==> src/rtl/dsp_out_accumulator_if.sv <==
// Handshake bundle between the DSP product stream, the batch accumulator and
// the result consumer.
interface dsp_out_accumulator_if #(
  parameter int DATA_WIDTH = 4,
  parameter int ACC_WIDTH  = 8
);
  logic                  in_valid;
  logic [DATA_WIDTH-1:0] in_data;
  logic                  in_last;
  logic                  in_ready;
  logic                  out_valid;
  logic [ACC_WIDTH-1:0]  out_data;
  logic [2:0]            out_cnt;
  logic                  out_ovf;
  logic                  out_ready;
  logic                  drop;

  modport slave (
    input  in_valid, in_data, in_last, out_ready,
    output in_ready, out_valid, out_data, out_cnt, out_ovf, drop
  );

  modport master (
    output in_valid, in_data, in_last, out_ready,
    input  in_ready, out_valid, out_data, out_cnt, out_ovf, drop
  );
endinterface

==> src/rtl/dsp_out_accumulator.sv <==
// Sums batches of unsigned DSP products with saturation and presents each
// batch result on a valid/ready output register.
module dsp_out_accumulator #(
  parameter int DATA_WIDTH = 4,
  parameter int ACC_WIDTH  = 8,
  parameter int COUNT      = 4
) (
  input  logic                 clk,
  input  logic                 rst,
  dsp_out_accumulator_if.slave bus
);

  logic [ACC_WIDTH-1:0] acc;
  logic [2:0]           cnt;
  logic                 sat;

  logic [ACC_WIDTH:0]   sum;
  logic                 sat_now;
  logic [ACC_WIDTH-1:0] clamped;
  logic                 accept;
  logic                 batch_end;

  assign bus.in_ready = !bus.out_valid | bus.out_ready;
  assign accept       = bus.in_valid & bus.in_ready;
  assign batch_end    = accept & ((cnt == 3'(COUNT - 1)) | bus.in_last);

  // One extra bit of headroom exposes the carry used for saturation.
  assign sum     = {1'b0, acc} + {{(ACC_WIDTH + 1 - DATA_WIDTH){1'b0}}, bus.in_data};
  assign sat_now = sum[ACC_WIDTH];
  assign clamped = sat_now ? {ACC_WIDTH{1'b1}} : sum[ACC_WIDTH-1:0];

  always_ff @(posedge clk) begin
    if (rst) begin
      acc           <= '0;
      cnt           <= '0;
      sat           <= 1'b0;
      bus.out_valid <= 1'b0;
      bus.out_data  <= '0;
      bus.out_cnt   <= '0;
      bus.out_ovf   <= 1'b0;
      bus.drop      <= 1'b0;
    end else begin
      if (bus.in_valid & !bus.in_ready)
        bus.drop <= 1'b1;

      if (batch_end) begin
        bus.out_data <= clamped;
        bus.out_cnt  <= cnt + 3'd1;
        bus.out_ovf  <= sat | sat_now;
        acc          <= '0;
        cnt          <= '0;
        sat          <= 1'b0;
      end else if (accept) begin
        acc <= clamped;
        cnt <= cnt + 3'd1;
        sat <= sat | sat_now;
      end

      // A new result on the handshake edge keeps out_valid high with no bubble.
      if (batch_end)
        bus.out_valid <= 1'b1;
      else if (bus.out_ready)
        bus.out_valid <= 1'b0;
    end
  end

endmodule

==> src/flat_wrapper.sv <==
// flat-port wrapper written by rule: the top's interface ports become plain ports
module dsp_out_accumulator_flat 
#(
  parameter int DATA_WIDTH = 4,
  parameter int ACC_WIDTH  = 8,
  parameter int COUNT      = 4
)
  (clk, rst, bus_in_valid, bus_in_data, bus_in_last, bus_out_ready, bus_in_ready, bus_out_valid, bus_out_data, bus_out_cnt, bus_out_ovf, bus_drop);
  dsp_out_accumulator_if #(.DATA_WIDTH(DATA_WIDTH), .ACC_WIDTH(ACC_WIDTH)) bus_i ();
  input  logic clk;
  input  logic rst;
  input wire logic [$bits(bus_i.in_valid)-1:0] bus_in_valid;
  input wire logic [$bits(bus_i.in_data)-1:0] bus_in_data;
  input wire logic [$bits(bus_i.in_last)-1:0] bus_in_last;
  input wire logic [$bits(bus_i.out_ready)-1:0] bus_out_ready;
  output wire logic [$bits(bus_i.in_ready)-1:0] bus_in_ready;
  output wire logic [$bits(bus_i.out_valid)-1:0] bus_out_valid;
  output wire logic [$bits(bus_i.out_data)-1:0] bus_out_data;
  output wire logic [$bits(bus_i.out_cnt)-1:0] bus_out_cnt;
  output wire logic [$bits(bus_i.out_ovf)-1:0] bus_out_ovf;
  output wire logic [$bits(bus_i.drop)-1:0] bus_drop;
  assign bus_i.in_valid = bus_in_valid;
  assign bus_i.in_data = bus_in_data;
  assign bus_i.in_last = bus_in_last;
  assign bus_i.out_ready = bus_out_ready;
  assign bus_in_ready = bus_i.in_ready;
  assign bus_out_valid = bus_i.out_valid;
  assign bus_out_data = bus_i.out_data;
  assign bus_out_cnt = bus_i.out_cnt;
  assign bus_out_ovf = bus_i.out_ovf;
  assign bus_drop = bus_i.drop;
  dsp_out_accumulator #(.DATA_WIDTH(DATA_WIDTH), .ACC_WIDTH(ACC_WIDTH), .COUNT(COUNT)) u_core (.clk(clk), .rst(rst), .bus(bus_i));
endmodule
==> config.mk <==
export PLATFORM = sky130hd
export DESIGN_NAME = dsp_out_accumulator_flat
export DESIGN_NICKNAME = d
export VERILOG_FILES = /design/src/rtl/dsp_out_accumulator_if.sv /design/src/rtl/dsp_out_accumulator.sv /design/src/flat_wrapper.sv
export SDC_FILE = /design/constraint.sdc
export NUM_CORES = 1
export LEC_CHECK = 0
export CAP_MARGIN = 30
export CORE_AREA = 5 5 57 64
export DETAILED_ROUTE_END_ITERATION = 10
export DIE_AREA = 0 0 62 69
export PLACE_DENSITY = 0.72
export SYNTH_ARGS = -nofsm -noshare
export SYNTH_HDL_FRONTEND = slang
export SYNTH_SLANG_ARGS = --single-unit
==> constraint.sdc <==
create_clock -name clk -period 2 [get_ports clk]
set_input_delay 0.2 -clock clk [delete_from_list [all_inputs] [get_ports clk]]
set_output_delay 0.2 -clock clk [all_outputs]
set_load 0.01 [all_outputs]
After elaboration in Yosys (flattened, before gate mapping)
Cells that the tools add are included.

cells by class
  $add $sub $neg = 2
  equal/unequal tests = 1
  multiplexer cells = 3
  bitwise operators = 6
  reductions and logical operators = 4

operators with widths
  operator             number
  $add 8x4->9          1
  $mux 8               1
  $add 3x1->3 const B  1
  $and 1x1->1          3
  $eq 3x2->1 const B   1
  $or 1x1->1           3
  $logic_not 1->1      2
  $mux 1               2
  $reduce_bool 2->1    1
  $reduce_or 2->1      1

word-level totals
  register bits after elaboration = 26
  input port bits = 9
  output and inout port bits = 15
  word-level logic and storage cells = 24

Logic depth before layout (Yosys ltp)
Gate-level depths: netlist of run 1.

  depth after elaboration = 5
  gate-level depth with buffers = 7
  mapped depth without buffers = 6

Worst setup path after synthesis of run 1
OpenSTA, ideal clock, no wires.

  path kind = reg-to-reg
  from = register u_core.acc[0]
  to = register u_core.bus.out_data[6]
  setup time = 0.117 ns
  data arrival time = 1.794 ns
  data required time = 1.883 ns
  path slack = 0.089 ns
  cell stages (with the launch flop) = 7
  buffers on the path = 0
  clock period less this slack = 1.911 ns
  path through = dfxtp_1 ha_1 fa_1 and3_4 o211a_4 mux2_4 a22o_1

between the ends
  longest elaborated chain between the ends = 2

RTL lines
  what                    RTL line                      source
  start, declared         dsp_out_accumulator.sv:13     logic [ACC_WIDTH-1:0] acc;
  start signal, assigned  dsp_out_accumulator.sv:54     acc <= clamped;
  $add 8x4->9             dsp_out_accumulator.sv:28     assign sum = {1'b0, acc} + {{(ACC_WIDTH + 1 - DATA_WIDTH){1'b0}}, bus.in_data};
  $mux 8                  dsp_out_accumulator.sv:30     assign clamped = sat_now ? {ACC_WIDTH{1'b1}} : sum[ACC_WIDTH-1:0];
  end signal, assigned    dsp_out_accumulator.sv:47     bus.out_data <= clamped;
  end, declared           dsp_out_accumulator_if.sv:20  output in_ready, out_valid, out_data, out_cnt, out_ovf, drop

No other way between the ends.
A chain may end at the register's enable or synchronous reset.

Final worst setup path of run 1
Same ends and word-level chain as after synthesis.

==> results of run 1 <==
[power by group through the flow]
stage / combinational, W / clock (W) / sequential (W)
after floorplan: 0.000125 / 0 / 0.000578
after global placement: 0.000221 / 0 / 0.000572
after detailed placement: 0.000228 / 0 / 0.000574
after CTS: 0.000229 / 0.000273 / 0.000563
after global routing: 0.000256 / 0.000296 / 0.000566
final: 0.000230 / 0.000269 / 0.000563
[worst min-delay path: cells and delay by family, from the launching register on]
family           cells  cell delay (ns)
flip-flops           1             0.34
AO/OA/AOI/OAI        1             0.05
AND/OR/NAND/NOR      1             0.05
[cells by family (layout without fill, tap and decap cells)]
family / count (synthesis) / count (layout) / synth area share [%]
XOR/XNOR: 4 / 4 / 2.711
AND/OR/NAND/NOR: 54 / 54 / 21.30
buffers and inverters: 12 / 45 / 5.323
multiplexers: 1 / 1 / 1.161
AO/OA/AOI/OAI: 36 / 36 / 21.88
adder cells (fa/ha/maj): 7 / 7 / 7.357
flip-flops: 26 / 26 / 40.27
[placed cells by master (no fill, tap or decap), types with 2 or more instances in the layout]
cell | netlist | final
dfxtp_1 | 26 | 26
ha_1 | 6 | 6
a21oi_1 | 10 | 10
nand2_1 | 8 | 8
inv_1 | 4 | 4
nor3_1 | 11 | 11
o21ai_0 | 4 | 4
clkbuf_4 | 0 | 3
a211oi_2 | 5 | 4
xnor2_1 | 3 | 3
nand3_1 | 5 | 5
buf_4 | 1 | 14
a31oi_1 | 2 | 2
nand2b_1 | 3 | 3
a211oi_1 | 3 | 3
nor2_1 | 18 | 18
clkdlybuf4s50_1 | 0 | 23
[layer usage]
metal  track usage [%]  up-vias  part of all wire [%]
met1             18.41      539                    43
met5                 0        -                     0
li1                  -      568                     -
met2             24.77       28                    50
met3             2.612        8                   4.7
met4             5.189        0                   1.8
[registers in the layout (all words and copies together) (netlist names)]
signal	flops
u_core.bus.out_data	8
u_core.sat	1
u_core.bus.drop	1
u_core.bus.out_ovf	1
u_core.bus.out_cnt	3
u_core.acc	8
u_core.bus.out_valid	1
u_core.cnt	3
[timing repair]
action / 4_1_cts / 5_1_grt
hold endpoints to repair: 0 / 0
gates resized for setup: 0 / 2
endpoints found under the setup margin: 0 / 12
[area by class of cell]
| type | instances | area, µm² | share of cell area [%] |
|---|---|---|---|
| multi-input combinational | 102 | 713.2 | 42.89 |
| clock buffer | 4 | 36.28 | 2.182 |
| timing repair buffer | 37 | 335.3 | 20.17 |
| sequential | 26 | 520.5 | 31.30 |
| tap | 34 | 42.54 | 2.558 |
| inverter | 4 | 15.01 | 0.9029 |
[stage by stage]
step                      util, %  hold slack (ns)  instance area [µm²]
final                       56.51           0.4691                 1663
after global routing        56.51           0.4961                 1663
after CTS                   56.17           0.4754                 1653
after detailed placement    54.93           0.4561                 1617
after global placement      54.93           0.4457                 1617
after floorplan                 -           0.2793                 1292
[path summary, 6_finish.rpt]
path,start,cells past startpoint,to,slack (ns)
worst max register to register,u_core.acc[0]$_SDFFE_PP0P_,6,u_core.bus.out_data[6]$_SDFFE_PP0P_,0.07
worst min-delay path,u_core.bus.out_data[4]$_SDFFE_PP0P_,2,u_core.bus.out_data[4]$_SDFFE_PP0P_,0.47
worst min register to register,u_core.bus.out_data[4]$_SDFFE_PP0P_,2,u_core.bus.out_data[4]$_SDFFE_PP0P_,0.47
worst max-delay path,u_core.acc[0]$_SDFFE_PP0P_,6,u_core.bus.out_data[6]$_SDFFE_PP0P_,0.07
==> flow_summary_export.csv, run 1 <==
group,metric,value,unit
clock_tree,insertion_delay,0.32,ns
synth,ys_ff_latch,26,
routing,final_antenna_net_count,0,
synth,ys.warnings.count,0,
clock_tree,clkSinkCount,26,
sta,fin_worst_skew,0.009439,ns
synth,synth_common_cells,"26 x dfxtp_1, 18 x nor2_1, 11 x nor3_1",
place,gp_congestion,0.8317,
place,place_hpwl,2269,µm
global_route,grtUsageTotal,14.85,%
worst_setup_path,crit_path_start_kind,"register",
power,peakVddDrop,0.4243,mV
worst_setup_path,cp.required,2.23,ns
power,intPower,0.0007693,W
place,place_ws,-0.3118,ns
floorplanning,die_w,62,µm
clock_tree,clk_pin_slew,0.15,ns
synth,yosysMostFrequentCell,"dfxtp_1",
power,clkPwrFrac,25.3,%
synth,synth_nets,156,
sta,setup_tns,0,ns
synth,synth_area_leaders,"dfxtp_1 40%, ha_1 5.8%, nor2_1 5.2%, a211oi_2 4.8%, nor3_1 4.3%",
synth,yosysTopAreaCell,"dfxtp_1",
floorplanning,start_util,43.92,%
sta,slew_headroom,72.36,%
clock_tree,cts_setup_buffers,0,
outcome,status,"finished clean",
clock_tree,holdBufCountCts,0,
routing,drtIter0Drc,36,
sta,setup_viol,0,
synth,synthArstFlopShare,0,%
synth,post_synth_num_cell_types,43,
worst_setup_path,crit_type,"reg -> reg",
power,pwr_density_cell,638.6,mW/mm²
routing,wl_per_cell,14.44,µm
synth,syn-cell-area,0.001292,mm²
global_route,overflow,0,
sta,worst_slack,0.07085,ns
power,p_sw,0.0002926,W
finish,diodes,0,
worst_setup_path,critPathArrivalTime,2.16,ns
global_route,grt_max_degree,15,
place,io_buffers,23,
clock_tree,cts_tree,"yes",
finish,drive_gt1_share,19.65,%
global_route,first_global_vias,1088,
floorplanning,die_h,69,µm
clock_tree,cts_root_buf,"clkbuf_4",
worst_setup_path,worst_setup_path_end_kind,"register",
sta,tightest_slew,0.4133,ns
worst_setup_path,path_max_fanout,3,
synth,synth.avg_cell_area,9.232,µm²
finish,area_growth_syn_to_layout,28.65,%
synth,synth_top_area_share,40.27,%
job,maxCapViolations,0,
power,swShare,27.55,%
global_route,grt_pass1_wl,4905,µm
global_route,antenna_found_initial,0,
finish,fillers,270,
sta,slew_viol_final,0,
floorplanning,die_area,0.004278,mm²
sta,period_minus_slack,1.929,ns
sta,rsz0062_at_grt,"no",
routing,drc_errors,0,
worst_setup_path,path_buf_inv,0,
sta,min_period_over_period,96.46,%
synth,synth_edf_count,0,
finish,layout.nets,190,
worst_setup_path,crit_slowest_cell,"fa_2",
worst_hold_path,hp-class,"reg -> reg",
sta,hold_violations,0,
floorplanning,rows,21,
power,seqPwrFrac,53.0,%
power,power,0.001062,W
synth,synthFlopType,"dfxtp_1",
sta,max_freq,0.5184,GHz
place,place_inst,203,
power,leakage,0.6471,nW
clock_tree,cts-buffers-inserted,3,
routing,vias,1143,
routing,avgViaCountPerCell,5.522,
clock_tree,h-tree-depth,1,
power,p_comb_share,21.7,%
floorplanning,ios,24,
floorplanning,core_area,0.002943,mm²
routing,wl,2990,µm
synth,ys_seq_area_share,40.27,%
routing,drt_first_pass_iters,4,
finish,stdcell_count,207,
worst_setup_path,max_stage_delay,0.36,ns
synth,postSynthCellCount,140,
worst_setup_path,cp_top_family,"adder cells",
clock_tree,clock_path_buffers,2,
worst_setup_path,cp_cell_sequence,"ha_1, fa_2, and3_4, o211a_4, mux2_4, a22o_1",
Note: power is estimated with default switching activity, not from simulation.
==> inputs of run 2 (changes only) <==
SKIP_CTS_REPAIR_TIMING = 1   (was default)
==> results of run 2 <==
The final DEF is identical to that of run 1; final timing and power are the same.
==> inputs of run 3 (changes only) <==
CELL_PAD_IN_SITES_DETAIL_PLACEMENT = 1   (was default)
CELL_PAD_IN_SITES_GLOBAL_PLACEMENT = 2   (was default)
CORE_AREA = 5 5 74 76   (was 5 5 57 64)
DIE_AREA = 0 0 79 81   (was 0 0 62 69)
PLACE_DENSITY = default   (was 0.72)
PLACE_DENSITY_LB_ADDON = 0.1   (was default)
==> flow_summary_export.csv, run 3 (synthesis gave the netlist of run 1 again) <==
group,metric,value,unit
clock_tree,clk_pin_slew,0.10,ns
sta,hold_violations,0,
worst_setup_path,max_stage_delay,0.40,ns
worst_setup_path,path_max_fanout,3,
routing,drt_first_pass_iters,4,
worst_setup_path,critPathArrivalTime,2.14,ns
routing,drtIter0Drc,47,
power,peakVddDrop,0.2182,mV
global_route,overflow,0,
worst_setup_path,rrSetupSlack,0.07,ns
global_route,first_global_vias,1247,
clock_tree,clock_path_buffers,2,
worst_setup_path,cp.required,2.17,ns
sta,rsz0062_at_grt,"no",
floorplanning,ios,24,
power,leakage,0.6710,nW
place,gp_congestion,0.7229,
sta,fin_worst_skew,0.006899,ns
sta,whs,0.4707,ns
routing,drc_errors,0,
sta,slew_headroom,73.08,%
clock_tree,insertion_delay,0.27,ns
finish,layout.nets,195,
sta,min_period_over_period,98.05,%
routing,wl_per_cell,15.41,µm
finish,utilization,36.97,%
clock_tree,cts_tree,"yes",
place,place_hpwl,2828,µm
floorplanning,rows,25,
worst_setup_path,crit_path_start_kind,"input pin",
routing,wl,3559,µm
job,maxCapViolations,0,
finish,diodes,0,
finish,reg_top3,"u_core.acc x8, u_core.bus.out_data x8",
clock_tree,clkSinkCount,26,
sta,setup_tns,0,ns
clock_tree,cts_root_buf,"clkbuf_8",
floorplanning,die_area,0.006399,mm²
sta,max_freq,0.5099,GHz
routing,final_antenna_net_count,0,
finish,mostFrequentLayoutCell,"dfxtp_1",
floorplanning,start_util,27.73,%
worst_setup_path,reg2reg_from,"u_core.acc[0]$_SDFFE_PP0P_",
worst_setup_path,crit_type,"in -> reg",
finish,drive_gt1_share,21.47,%
sta,slew_viol_final,0,
clock_tree,cts-buffers-inserted,3,
worst_setup_path,cp_cell_sequence,"clkdlybuf4s50_1, ha_1, fa_2, and3_4, o211a_4, mux2_4, a22o_1",
floorplanning,die_h,81,µm
finish,most-common-layout-cells,"26 x dfxtp_1, 23 x clkdlybuf4s50_1, 19 x buf_4, 18 x nor2_1, 11 x nor3_1",
place,io_buffers,23,
global_route,grt_pass1_wl,6141,µm
worst_hold_path,min_to,"u_core.cnt[1]$_SDFFE_PP0P_",
worst_setup_path,worstRegToRegCells,6,
worst_setup_path,crit_slowest_cell,"clkdlybuf4s50_1",
worst_setup_path,cp_top_family,"adder cells",
floorplanning,die_w,79,µm
worst_hold_path,hp-start,"u_core.cnt[1]$_SDFFE_PP0P_",
routing,vias,1153,
sta,period_minus_slack,1.961,ns
power,pwr_density_cell,645.6,mW/mm²
worst_setup_path,path_buf_inv,1,
sta,tightest_slew,0.4038,ns
global_route,grtUsageTotal,12.07,%
worst_setup_path,rr_endpoint,"u_core.bus.out_data[6]$_SDFFE_PP0P_",
outcome,status,"finished clean",
worst_hold_path,min_path_cells,2,
worst_setup_path,worst_setup_path_end_kind,"register",
power,power,0.001112,W
sta,setup_viol,0,
clock_tree,h-tree-depth,1,
global_route,antenna_found_initial,0,
floorplanning,core_area,0.004661,mm²
finish,area_growth_syn_to_layout,33.30,%
routing,avgViaCountPerCell,4.991,
global_route,grt_max_degree,14,
worst_hold_path,hp-class,"reg -> reg",
run 3: cell count changes in the layout (fill, tap and decap cells not counted):
| cell | delta |
|---|---|
| clkbuf_4 | -3 |
| a211oi_2 | +1 |
| clkbuf_8 | +2 |
| a211oi_4 | -1 |
| buf_4 | +5 |
run 3: area by class of cell:
cell class                      instances  area, µm²
Inverter                                4      15.01
Multi-Input combinational cell        102      705.7
Sequential cell                        26      520.5
Fill cell                             559       2938
Clock buffer                            3      41.29
Tap cell                               54      67.56
Timing Repair Buffer                   42      372.9
run 3: tightest hold or removal path: cells and delay by family, from the launching register on:
| family | cells | cell delay [ns] |
|---|---|---|
| DFF | 1 | 0.32 |
| AOI/OAI and AO/OA | 1 | 0.05 |
| and+or+nand+nor | 1 | 0.06 |
run 3: worst max path at each step:
stage / start / to / slack, ns / depth (start not counted)
floorplan: u_core.acc[0]$_SDFFE_PP0P_ / u_core.bus.out_data[6]$_SDFFE_PP0P_ / 0.09 / 6
global placement: bus_in_data[0] / u_core.bus.out_data[6]$_SDFFE_PP0P_ / -0.32 / 7
detailed placement: bus_in_data[0] / u_core.bus.out_data[6]$_SDFFE_PP0P_ / -0.33 / 7
CTS: bus_in_data[0] / u_core.bus.out_data[6]$_SDFFE_PP0P_ / -0.04 / 7
global route: bus_in_data[0] / u_core.bus.out_data[6]$_SDFFE_PP0P_ / 0.008 / 7
finish: bus_in_data[0] / u_core.bus.out_data[6]$_SDFFE_PP0P_ / 0.04 / 7
run 3: where the power goes:
part | internal (W) | total [W] | leakage [nW] | switching [W]
logic | 0.000121 | 0.000243 | 0.437 | 0.000122
clock network | 0.000135 | 0.000306 | 0.0216 | 0.000171
registers | 0.000545 | 0.000563 | 0.212 | 0.0000176
run 3: per-stage QoR:
stage | instances | area [µm²] | setup WS, ns
after detailed placement | 228 | 1679 | -0.3281
after floorplan | 140 | 1292 | 0.08928
after global routing | 231 | 1723 | 0.008247
final | 231 | 1723 | 0.03895
after CTS | 231 | 1720 | -0.04057
after global placement | 228 | 1679 | -0.3154
run 3: routing by layer:
layer | GRT usage [%] | vias to the layer above | part of all wire [%]
li1 | - | 573 | -
met1 | 15.62 | 561 | 48
met2 | 20.71 | 17 | 48
met3 | 1.885 | 2 | 3.2
met4 | 3.608 | 0 | 0.42
met5 | 0 | - | 0
==> RTL edit (settings of run 3) <==
Reset style: asynchronous (`rst`), changed in one clocked block.
--- a/src/rtl/dsp_out_accumulator.sv
+++ b/src/rtl/dsp_out_accumulator.sv
@@ -29,7 +29,7 @@
   assign sat_now = sum[ACC_WIDTH];
   assign clamped = sat_now ? {ACC_WIDTH{1'b1}} : sum[ACC_WIDTH-1:0];
 
-  always_ff @(posedge clk) begin
+  always_ff @(posedge clk or posedge rst) begin
     if (rst) begin
       acc           <= '0;
       cnt           <= '0;
Behaviour: differs if rst is asserted again (counterexample within 4 cycles, from zero or initial values and one cycle with rst high); with rst held inactive, the same outputs for 10 cycles.
==> RTL edit against run 3 <==
- first-iteration DRC count shrank 26%
- worst setup slack lost 15 ps
- sequential cell count is the same
- routed wire length decreased by 9.0%
- area after synthesis is 0.87% higher
- via count shrank 9.5%
- design area up 2.6%
- critical path depth fell by 1
- critical path type is now flop to flop
- highest routed layer unchanged
Power is not compared: it rests on default switching activity, and its combinational part moved more than twofold at a synthesized area within 25%.
==> RTL edit: results (changes against run 3) <==
[synth]
synth_common_cells=26 x dfrtp_1, 17 x nand2_1, 12 x o21ai_0  ; was 26 x dfxtp_1, 18 x nor2_1, 11 x nor3_1
ys_seq_area_share_pct=49.9  ; was 40.3%
syn-num-nets=144  ; was 156
synth_area_leaders=dfrtp_1 50%, ha_1 5.8%, nand2_1 4.9%  ; was dfxtp_1 40%, ha_1 5.8%, nor2_1 5.2%
syn-instance-count=128  ; was 140
synth_cell_types=37  ; was 43
synthArstFlopShare_pct=100  ; was 0%
synth_area_leader_cell=dfrtp_1  ; was dfxtp_1

[worst_setup_path]
slowest_stage=dfrtp_1  ; was clkdlybuf4s50_1
crit_start=u_core.acc[0]  ; was bus_in_data[0]
path_max_fanout=4  ; was 3
r2r_end=u_core.bus.out_data[3]  ; was u_core.bus.out_data[6]

[drt]
wl_met2_um=1500  ; was 1720 um
met1_length_um=1590  ; was 1710 um
routed_wl_um=3240  ; was 3560 um
via_per_inst=4.78  ; was 4.99
wl_met3_um=113  ; was 114 um
first_iter_violations=35  ; was 47

[timing]
worst_pin_slew_ps=689  ; was 404 ps
fin_crit_sh_pct=98.8  ; was 98.1%
whs_ps=271  ; was 471 ps
fin_skew_ps=6.29  ; was 6.90 ps

[placed_design]
pre_cts_slack_ps=-265  ; was -328 ps
dp_cells=213  ; was 228
gp_congestion=0.811  ; was 0.723
dpl-instance-area_um2=1680  ; about the same

[clock_network]
cts_buffers=3  ; unchanged

[global_route]
grt_use_met3_pct=2.11  ; was 1.88%
grt_pass1_vias=1153  ; was 1247
grt_start_max_net_pins=27  ; was 14
grt_use_met1_pct=15.3  ; was 15.6%
track_usage_pct=11.3  ; was 12.1%
antenna_found_initial=0  ; unchanged
grt_pass1_wl_um=5690  ; was 6140 um
use_met2_pct=18.2  ; was 20.7%

[power_and_ir_drop]
p_leak_nw=0.770
ir_drop_uv=488

[layout]
fin_nets=181  ; was 195
instances_no_fill=218  ; was 231
final_layout_size_suffix_gt1_share_pct=18.9  ; was 21.5%

[hold_path]
hold_class=primary input to asynchronous set/reset pin  ; was flop to flop

[status]
status=finished clean  ; unchanged

==> RTL edit: cell count changes after synthesis, moves of 7 or more <==
cell     before  now
dfrtp_1       0   26
nor2_1       18   11
o21ai_0       4   12
dfxtp_1      26    0
nor3_1       11    2
nand2_1       8   17
==> RTL edit: logic make-up (layout without fill, tap and decap cells) <==
logic type	count (synthesis)	in the layout	share of synthesized area, %
AND/OR/NAND/NOR	45	45	17.0
AO/OA/AOI/OAI	35	35	18.3
flip-flops	26	26	49.9
buffers and inverters	10	46	3.45
adder cells (fa/ha/maj)	7	7	7.29
multiplexers	4	4	3.36
XOR/XNOR	1	1	0.672
==> RTL edit: area by class of cell <==
type                    instances  area [um2]
clock buffers                   3        41.3
fillers                       534        2890
repair buffers                 38         343
clock inverters                 1        30.0
multi-input cells              92         621
inverters                       4        15.0
flip-flops and latches         26         651
well taps                      54        67.6
